File: src/rtl/id_hazard_scoreboard.sv
// Decode-stage register-dependency scoreboard: per-register pending-write counters
// drive the decode stall and track in-flight writes between issue and write-back.
module id_hazard_scoreboard #(
  parameter int unsigned ADDRESS_LEN_REG_FILE = 4,
  parameter int unsigned SIZE_REG_FILE        = 15,
  parameter int unsigned MAX_INFLIGHT         = 3,
  parameter int unsigned WB_BYPASS            = 1,
  parameter int unsigned CNT_LEN              = 32
) (
  input  logic                            clk,
  input  logic                            rst,
  input  logic [ADDRESS_LEN_REG_FILE-1:0] src1,
  input  logic [ADDRESS_LEN_REG_FILE-1:0] src2,
  input  logic                            two_src,
  input  logic                            id_valid,
  input  logic                            id_wb_en,
  input  logic [ADDRESS_LEN_REG_FILE-1:0] id_dest,
  input  logic                            flush,
  input  logic                            wb_wb_en,
  input  logic [ADDRESS_LEN_REG_FILE-1:0] wb_dest,
  output logic                            hazard,
  output logic [SIZE_REG_FILE-1:0]        pending,
  output logic [CNT_LEN-1:0]              stall_cycles,
  output logic                            sb_error
);

  localparam int unsigned AW   = ADDRESS_LEN_REG_FILE;
  localparam int unsigned NREG = SIZE_REG_FILE;
  localparam int unsigned CW   = $clog2(MAX_INFLIGHT + 1);
  localparam logic [CW-1:0] CNT_MAX = CW'(MAX_INFLIGHT);
  localparam logic [CW-1:0] CNT_ONE = CW'(1);

  logic [NREG-1:0][CW-1:0] cnt;
  logic [NREG-1:0][CW-1:0] cnt_nxt;
  logic [NREG-1:0] nonzero, at_max, retire_hit, dest_hit;
  logic [NREG-1:0] src1_hit, src2_hit, busy_vec, issue_vec, pending_nxt;
  logic            busy1, busy2, full, issue_ok, err_set;

  // Per-register decode of addresses; R15 never matches because i < NREG.
  always_comb begin
    nonzero    = '0;
    at_max     = '0;
    retire_hit = '0;
    dest_hit   = '0;
    src1_hit   = '0;
    src2_hit   = '0;
    busy_vec   = '0;
    for (int i = 0; i < NREG; i++) begin
      nonzero[i]    = cnt[i] != '0;
      at_max[i]     = cnt[i] == CNT_MAX;
      retire_hit[i] = wb_wb_en && (wb_dest == AW'(i));
      dest_hit[i]   = id_wb_en && (id_dest == AW'(i));
      src1_hit[i]   = src1 == AW'(i);
      src2_hit[i]   = src2 == AW'(i);
      // Last outstanding write retiring now is forwarded by the register file.
      busy_vec[i]   = nonzero[i] &&
                      !((WB_BYPASS != 0) && retire_hit[i] && (cnt[i] == CNT_ONE));
    end
  end

  assign busy1     = |(src1_hit & busy_vec);
  assign busy2     = |(src2_hit & busy_vec);
  assign full      = |(dest_hit & at_max & ~retire_hit);
  assign hazard    = id_valid && !flush && (busy1 || (two_src && busy2) || full);
  assign issue_ok  = id_valid && !flush && !hazard;
  assign issue_vec = dest_hit & {NREG{issue_ok}};

  // Counter next state; issue and retire to the same register cancel out.
  always_comb begin
    cnt_nxt     = cnt;
    err_set     = 1'b0;
    pending_nxt = '0;
    for (int i = 0; i < NREG; i++) begin
      case ({issue_vec[i], retire_hit[i]})
        2'b10: begin
          if (at_max[i]) err_set = 1'b1;
          else           cnt_nxt[i] = cnt[i] + CNT_ONE;
        end
        2'b01: begin
          if (!nonzero[i]) err_set = 1'b1;
          else             cnt_nxt[i] = cnt[i] - CNT_ONE;
        end
        2'b11: begin
          if (!nonzero[i]) err_set = 1'b1;
        end
        default: ;
      endcase
      pending_nxt[i] = cnt_nxt[i] != '0;
    end
  end

  always_ff @(posedge clk or negedge rst) begin
    if (!rst) begin
      cnt          <= '0;
      pending      <= '0;
      stall_cycles <= '0;
      sb_error     <= 1'b0;
    end else begin
      cnt      <= cnt_nxt;
      pending  <= pending_nxt;
      sb_error <= sb_error | err_set;
      if (hazard && !(&stall_cycles)) stall_cycles <= stall_cycles + CNT_LEN'(1);
    end
  end

endmodule

File: config.mk
export PLATFORM = sky130hd
export DESIGN_NAME = id_hazard_scoreboard
export DESIGN_NICKNAME = d
export VERILOG_FILES = /design/src/rtl/id_hazard_scoreboard.sv
export SDC_FILE = /design/constraint.sdc
export NUM_CORES = 1
export LEC_CHECK = 0
export BUFFER_PORTS_ARGS = -buffer_cell sky130_fd_sc_hd__buf_2
export CORE_UTILIZATION = 52
export CTS_CLUSTER_SIZE = 40
export DETAILED_ROUTE_END_ITERATION = 10
export GPL_TIMING_DRIVEN = 1
export PLACE_DENSITY = 0.77
export SLEW_MARGIN = 20
export SYNTH_ARGS = -nofsm -noshare
export SYNTH_HDL_FRONTEND = slang
export SYNTH_SLANG_ARGS = --single-unit
export TNS_END_PERCENT = 1
File: constraint.sdc
create_clock -name clk -period 5.6 [get_ports clk]
set_clock_uncertainty 0.2 [all_clocks]
set_input_delay 0.56 -clock clk [delete_from_list [all_inputs] [get_ports clk]]
set_output_delay 0.56 -clock clk [all_outputs]
set_load 0.02 [all_outputs]
After elaboration in Yosys (flattened, before gate mapping)
Index checks and enable logic that the tools add are counted.
Widths: inputs -> output; s select.
Storage, ports and cells
  output and inout bits: 49
  latch bits: 0
  memory bits (read-only): 0
  word-level logic and storage cells: 415
  input bits: 23
  bits in registers: 78
  memories kept: 0
  RAM bits: 0
Operators by class
  multiply operators: 0
  bitwise operators: 7
  equality and inequality tests: 131
  shift operators: 0
  div/mod/pow operators: 0
  add/sub/neg operators: 31
  $lt $le $gt $ge: 0
  reduce and logical (&&, ||, !) cells: 138
  muxes and demuxes: 90
Operators by type and width (number)
  $eq 4x4->1 const B: 28
  $eq 2x2->1 const B: 45
  $and 15x15->15: 5
  $logic_and 1x1->1: 65
  $eq 4x3->1 const B: 16
  $eq 2x1->1 const B: 30
  $mux 2: 30
  $pmux 2 s2: 15
  $reduce_bool 2->1: 30
  $reduce_or 15->1: 3
  $add 32x1->32 const B: 1
  $eq 4x2->1 const B: 8
  $reduce_and 32->1: 1
  $add 2x1->2 const B: 15
  $mux 1: 30
  $pmux 1 s2: 15
  $reduce_or 2->1: 15
  $sub 2x1->2 const B: 15
  $logic_not 1->1: 18
  $eq 4x1->1 const B: 4
  $logic_not 4->1: 4
  $not 15->15: 1
  $logic_or 1x1->1: 2
  $or 1x1->1: 1

Depth between registers and ports, before layout
Gate-level depths: netlist of the first run.
  word-level depth: 46
  mapped depth: 20
  depth with buffers taken out: 19

Least setup slack after synthesis of the first run
Ideal clock, no wire load.
  kind: input -> register
  from: in wb_dest[3]
  to: reg sb_error
  setup time: 0.137 ns
  stages on the path: 18
  required time: 5.263 ns
  buffers on the path: 1
  path slack: 0.751 ns
  arrival: 4.512 ns
  path through: or3b_1 > buf_2 > o2111a_1 > a311o_1 > a31o_1 > a2111oi_2 > o311a_2 > and2b_2 > and2_1 > nand2_1 > ha_1 > nor3_1 > o32ai_1 > or4_1 > o21ai_0 > a21oi_1 > o311ai_0 > nand3_1
Between the ends
  cells in the longest elaborated chain, start to end: 46
  elaborated cells on any way between the ends: 193
  those cells by class: eq/ne (59); mux (43); bitwise (6); reduce/logical (85)
RTL lines
  from (decl): RTL line 20  | input logic [ADDRESS_LEN_REG_FILE-1:0] wb_dest,
  $eq 4x1->1, or another cell as far along: RTL line 51  | retire_hit[i] = wb_wb_en && (wb_dest == AW'(i));
  $logic_and 1x1->1: RTL line 51
  $logic_and 1x1->1: RTL line 57  | !((WB_BYPASS != 0) && retire_hit[i] && (cnt[i] == CNT_ONE));
  $logic_not 1->1: RTL line 57
  $logic_and 1x1->1: RTL line 56  | busy_vec[i] = nonzero[i] &&
  $and 15x15->15: RTL line 62  | assign busy2 = |(src2_hit & busy_vec);
  $reduce_or 15->1: RTL line 62
  $logic_and 1x1->1: RTL line 64  | assign hazard = id_valid && !flush && (busy1 || (two_src && busy2) || full);
  [30 not listed]
  $pmux 1 s2: RTL line 74  | case ({issue_vec[i], retire_hit[i]})
  $mux 1, on equally long branches: RTL line 80, 84, 76
  $pmux 1 s2: RTL line 74
  $mux 1, on equally long branches: RTL line 80, 84, 76
  $pmux 1 s2: RTL line 74
  $mux 1, on equally long branches: RTL line 80, 84, 76
  $pmux 1 s2 *: RTL line 74
  $or 1x1->1 *: RTL line 101  | sb_error <= sb_error | err_set;
  to (signal assigned): RTL line 101
  to (decl): RTL line 24  | output logic sb_error
Mark *: on every way between the ends. The rest lies on a longest branch, timed or not.
A chain may end at the register's enable or synchronous reset.

Worst setup path in the final report of the first run
Ends and elaborated chain as after synthesis.

==> impl_metrics.json, run 1 <==
{
  "gp_congestion": 0.953,
  "ys_ff_latch": 78,
  "synth-edff-count": 0,
  "place_ws_ps": 160,
  "fmax_ghz": 0.196,
  "status": "complete, no violations",
  "area_delta_synth_final_pct": 12.6,
  "fin_crit_ps": 5100,
  "grt_pass1_vias": 5029,
  "slew_viol_final": 0,
  "clk_latency_ps": 360,
  "fin_area_um2": 6320,
  "portBuffers": 71,
  "nFillCells": 905,
  "cp-start-kind": "input pin",
  "dieArea_um2": 11200,
  "rsz0062_at_grt": "false",
  "fin_tns_setup_ps": 0,
  "dpl_cell_area_um2": 6110,
  "yosysSeqAreaShare_pct": 34.8,
  "start_util_pct": 53.9,
  "ios": 72,
  "hpwl_mm": 12.0,
  "synthFlopType": "dfrtp_1",
  "path_clk_slew_ps": 80,
  "relSlewSlack_pct": 36.0,
  "insertedDiodeCount": 0,
  "reg2reg_depth": 18,
  "ys_types": 59,
  "cts_root_buffer": "clkbuf_8",
  "ctsHoldBuffers": 0,
  "cts_resized": 0,
  "grt_max_degree": 79,
  "post-route-period-util_pct": 91.1,
  "cp.arrival_ps": 5120,
  "antenna_found_initial": 0,
  "netlist_area_um2": 5610,
  "wl_mm": 15.2,
  "required_ps": 5620,
  "grtUsageTotal_pct": 28.5,
  "die_h_um": 106,
  "core_area_um2": 10400,
  "cap_violations": 0,
  "hold_violations": 0,
  "drt-initial-drc-count": 311,
  "postCtsSetupRepairBufs": 0,
  "cts_tree": "yes",
  "fin_nets": 798,
  "avgSynthCellArea_um2": 8.49,
  "overflow": 0,
  "worstMarginPinSlew_ps": 959,
  "async_reset_ff_share_pct": 100,
  "postRouteAntennaNets": 0,
  "hp-class": "in2async",
  "cts_sinks": 78,
  "p_per_area_nw_per_um2": 198,
  "drc": 0,
  "finalSetupViolations": 0,
  "crit_path_max_fanout": 8,
  "rows": 37,
  "numCtsBuffers": 9,
  "htree_levels": 3,
  "yosysWarnings": 0,
  "vias_per_cell": 6.03,
  "setup_slack_ps": 499,
  "drive_above_1_share_pct": 16.8,
  "die_w_um": 106,
  "max-clock-path-buffers": 2,
  "crit_type": "in2reg",
  "syn_inst": 661,
  "p_leak_nw": 2.80,
  "route.vias.total": 5247,
  "end_kind": "register",
  "grt_pass1_wl_mm": 24.9,
  "avgRoutedWirePerCell_um": 17.5,
  "placedCellCount": 854,
  "synth_fp_nets": 730,
  "final_cells": 870,
  "vdd_drop_max_v": 0.000159,
  "firstDrtPassIters": 5
}
-- worst paths after layout --
| kind | start | slack [ps] | to |
|---|---|---|---|
| max in group asynchronous | rst | 4420 | pending[13] |
| worst max-delay path | wb_dest[3] | 500 | sb_error |
| min in group clk | sb_error | 290 | sb_error |
| worst min-delay path | rst | 150 | stall_cycles[6] |
| worst max register to register | cnt[1] | 820 | sb_error |
| worst min register to register | sb_error | 290 | sb_error |
-- power breakdown --
group,internal [W],switching (W),total (W)
Clock,0.000233,0.000214,0.000448
Combinational,0.0000685,0.000123,0.000191
Sequential,0.000586,0.0000277,0.000614
Total,0.000888,0.000365,0.00125
-- logic make-up after synthesis --
kind of cell / Yosys count / synth area share, %
fa+ha+maj: 46 / 10.3
buf+inv: 61 / 4.19
xor+xnor: 31 / 4.84
compound gates: 150 / 17.7
mux: 7 / 1.96
simple gates: 288 / 26.2
flops: 78 / 34.8
-- critical path, cell delays in order --
cell	delay, ps
buf_2	130
or3b_1	520
o2111a_1	300
a311o_1	310
a31o_1	210
a2111oi_2	350
o311a_2	270
and2b_2	230
and2_1	200
nand2_1	90
ha_1	190
nor3_1	250
o32ai_1	110
or4_1	510
o21ai_0	170
buf_4	150
a21oi_1	80
o311ai_0	350
nand3_1	110
-- routing by layer --
| metal | track usage (%) | share of wire, % |
|---|---|---|
| met1 | 37.2 | 44 |
| met3 | 4.48 | 6.7 |
| met2 | 47.9 | 46 |
| met4 | 10.2 | 2.7 |
| met5 | 0 | 0 |
-- state kept, by name, indices dropped and copies added, names as in the netlist --
signal and count:
cnt 30, pending 15, stall_cycles 32, sb_error 1
-- placed cells by master (no fill, tap or decap), drive strengths merged, types with 2 or more instances in the layout --
cell type and count:
a31oi 8, o21ai 44, inv 41, and4 2, and3 22, o311ai 3
nor4 7, o31ai 7, a221o 8, nand3b 3, ha 46, mux4 3
xnor2 30, nor3b 4, o2111ai 10, or3 3, or2 20, nand4 12
a41o 2, and3b 2, a21o 6, nor2b 16, nor2 58, nor3 16
a41oi 2, nand3 27, nand2 63, buf 79, o32ai 3, mux2i 2
clkbuf 12, nand2b 14, and2 15, a22oi 2, mux2 2, a211oi 4
a21oi 35, o2bb2a 2, dfrtp 78
-- cell type report --
cell class / instances / area [um2] / area share [%]
Tap cell: 136 / 170 / 2.69
Inverter: 39 / 146 / 2.32
Sequential cell: 78 / 1950 / 30.9
Clock buffer: 12 / 155 / 2.45
Timing Repair Buffer: 79 / 418 / 6.61
Multi-Input combinational cell: 522 / 3430 / 54.2
Clock inverter: 4 / 52.6 / 0.831
-- metrics by stage --
stage	utilization, %	hold slack, ps	total power (W)
5_1_grt	60.7	230	0.00131
4_1_cts	60.7	190	0.00126
6_report	60.7	152	0.00125
3_3_place_gp	58.7	267	0.000810
2_1_floorplan	-	64.4	0.000735
3_5_place_dp	58.7	271	0.000815
-- cell usage after synthesis (2+ instances only) --
master	instances	area share, %
dfrtp_1	78	35
nand2_1	63	4.2
nor2_1	58	3.9
ha_1	46	10
o21ai_0	44	3.9
inv_1	39	2.6
a21oi_1	35	3.1
xnor2_1	30	4.7
nand3_1	27	2.4
and3_1	22	2.5
or2_2	20	2.2
clkbuf_1	16	1.1
nor2b_1	16	1.8
nor3_1	16	1.4
and2_1	15	1.7
nand2b_1	14	1.6
nand4_1	12	1.3
o2111ai_1	10	1.6
a221o_1	8	1.4
a31oi_1	8	0.89
nor4_1	7	0.78
o31ai_1	7	0.94
a21o_1	6	0.80
buf_2	5	0.45
a211oi_1	4	0.54
nor3b_1	4	0.54
mux4_2	3	1.2
nand3b_1	3	0.40
o311ai_0	3	0.47
o32ai_1	3	0.47
or3_1	3	0.33
a22oi_1	2	0.27
a41o_1	2	0.36
a41oi_1	2	0.31
and3b_1	2	0.31
and4_1	2	0.31
mux2_2	2	0.40
mux2i_1	2	0.36
o2bb2a_1	2	0.36
No activity file was read; power rests on OpenSTA's default activity.
==> run 2, diff against run 1 <==
==> constraint.sdc (replaced) <==
create_clock -name clk -period 5.6 [get_ports clk]
set_clock_uncertainty 0.2 [all_clocks]
set_input_delay 0.28 -clock clk [delete_from_list [all_inputs] [get_ports clk]]
set_output_delay 0.28 -clock clk [all_outputs]
set_load 0.02 [all_outputs]
==> impl_metrics.json, run 2 (same netlist as run 1, synthesis figures left out) <==
{
  "drt-initial-drc-count": 449,
  "path_clk_slew_ps": 70,
  "crit_path_max_fanout": 8,
  "rows": 37,
  "hpwl_mm": 12.1,
  "grt_pass1_wl_mm": 25.6,
  "endpoint": "sb_error",
  "antenna_found_initial": 0,
  "cts_tree": "yes",
  "final_cell_mix": "dfrtp_1 (78), buf_2 (70), nand2_1 (63)",
  "rsz0062_at_grt": "false",
  "cap_violations": 0,
  "status": "complete, no violations",
  "fin_tns_setup_ps": 0,
  "wl_mm": 15.5,
  "htree_levels": 3,
  "grt_max_degree": 79,
  "finalSetupViolations": 0,
  "reg2reg_to": "sb_error",
  "insertedDiodeCount": 0,
  "largest-register": "stall_cycles",
  "slew_viol_final": 0,
  "largest_reg_flops": 32,
  "reg2reg_depth": 17,
  "vias_per_cell": 6.08,
  "fmax_ghz": 0.197,
  "relSlewSlack_pct": 34.0,
  "final_common_cell": "dfrtp_1",
  "gp_congestion": 0.972,
  "die_h_um": 106,
  "p_per_area_nw_per_um2": 201,
  "cts_root_buffer": "clkbuf_8",
  "area_delta_synth_final_pct": 12.4,
  "portBuffers": 71,
  "postRouteAntennaNets": 0,
  "post-route-period-util_pct": 90.7,
  "end_kind": "register",
  "core_area_um2": 10400,
  "numCtsBuffers": 9,
  "cts_sinks": 78,
  "fin_crit_ps": 5080,
  "fin_nets": 794,
  "grtUsageTotal_pct": 29.5,
  "hold_violations": 0,
  "worstMarginPinSlew_ps": 991,
  "crit_type": "in2reg",
  "nFillCells": 962,
  "hp-class": "reg2reg",
  "crit_start": "wb_dest[3]",
  "rr_startpoint": "cnt[1]",
  "grt_pass1_vias": 5028,
  "vdd_drop_max_v": 0.000127,
  "cp.arrival_ps": 5100,
  "largestRegisters": "stall_cycles (32), cnt (30), pending (15)",
  "final_cells": 866,
  "dieArea_um2": 11200,
  "max-clock-path-buffers": 2,
  "p_leak_nw": 2.79,
  "placedCellCount": 849,
  "clk_latency_ps": 360,
  "drive_above_1_share_pct": 16.3,
  "r2r_slack_ps": 550,
  "die_w_um": 106,
  "overflow": 0,
  "route.vias.total": 5261,
  "start_util_pct": 53.9,
  "required_ps": 5620,
  "avgRoutedWirePerCell_um": 17.9,
  "postCtsSetupRepairBufs": 0,
  "cp-start-kind": "input pin",
  "ios": 72,
  "firstDrtPassIters": 5,
  "drc": 0
}
## run 2: changes by cell type in the layout (fill, tap and decap cells not counted), sizes merged
cell,change
dlygate4sd3,+1
buf,-5
clkinv,+1
inv,-1
## run 2: through the flow
step,hold WS [ps],power (W),setup WS (ps),area (um2),utilization [%]
2_1_floorplan,-216,0.000735,1030,5610,-
5_1_grt,315,0.00133,215,6310,60.6
4_1_cts,294,0.00128,592,6310,60.6
3_3_place_gp,270,0.000808,398,6080,58.3
3_5_place_dp,276,0.000816,216,6080,58.4
6_report,291,0.00127,521,6310,60.6
## run 2: worst min path at each step
stage | cells after the start | startpoint | to | slack (ps)
floorplan | 0 | rst | cnt[0] | -220
global placement | 2 | sb_error | sb_error | 270
detailed placement | 2 | sb_error | sb_error | 280
CTS | 2 | sb_error | sb_error | 290
global route | 1 | stall_cycles[18] | stall_cycles[18] | 320
finish | 2 | sb_error | sb_error | 290
## run 2: layout make-up
cell class              count  area, um2  share of cell area [%]
well taps                 136        170                    2.70
multi-input cells         522       3430                    54.4
inverters                  39        146                    2.32
repair buffers             75        390                    6.19
clock buffers              12        165                    2.62
flip-flops and latches     78       1950                    30.9
clock inverters             4       52.6                   0.833
## run 2: what timing repair did
action,4_1_cts,5_1_grt
endpoints found under the hold margin,78,0
hold buffers,1,0
resized for setup,0,0
## run 2: metal layers
metal | GRT usage, % | vias to the layer above | share of wire, %
met5 | 0 | - | 0
met4 | 8.33 | 0 | 1.6
met3 | 4.66 | 21 | 5.7
met2 | 49.6 | 189 | 48
met1 | 39.4 | 2562 | 44
li1 | - | 2489 | -
## run 2: power by group
| group | switching, W | internal [W] | total (W) |
|---|---|---|---|
| combinational | 0.000124 | 0.0000680 | 0.000192 |
| clock | 0.000219 | 0.000244 | 0.000463 |
| sequential | 0.0000271 | 0.000586 | 0.000613 |
## run 2: worst max-delay path, cell delays in order
cell and delay (ps):
buf_2 130, or3b_1 520, o2111a_1 290, a311o_1 320, a31o_1 220, a2111oi_2 350
o311a_2 290, and2b_2 240, and2_1 200, nand2_1 100, ha_1 200, nor3_1 320
o32ai_1 110, or4_1 510, o21ai_0 340, a21oi_1 150, o311ai_0 380, nand3_1 120
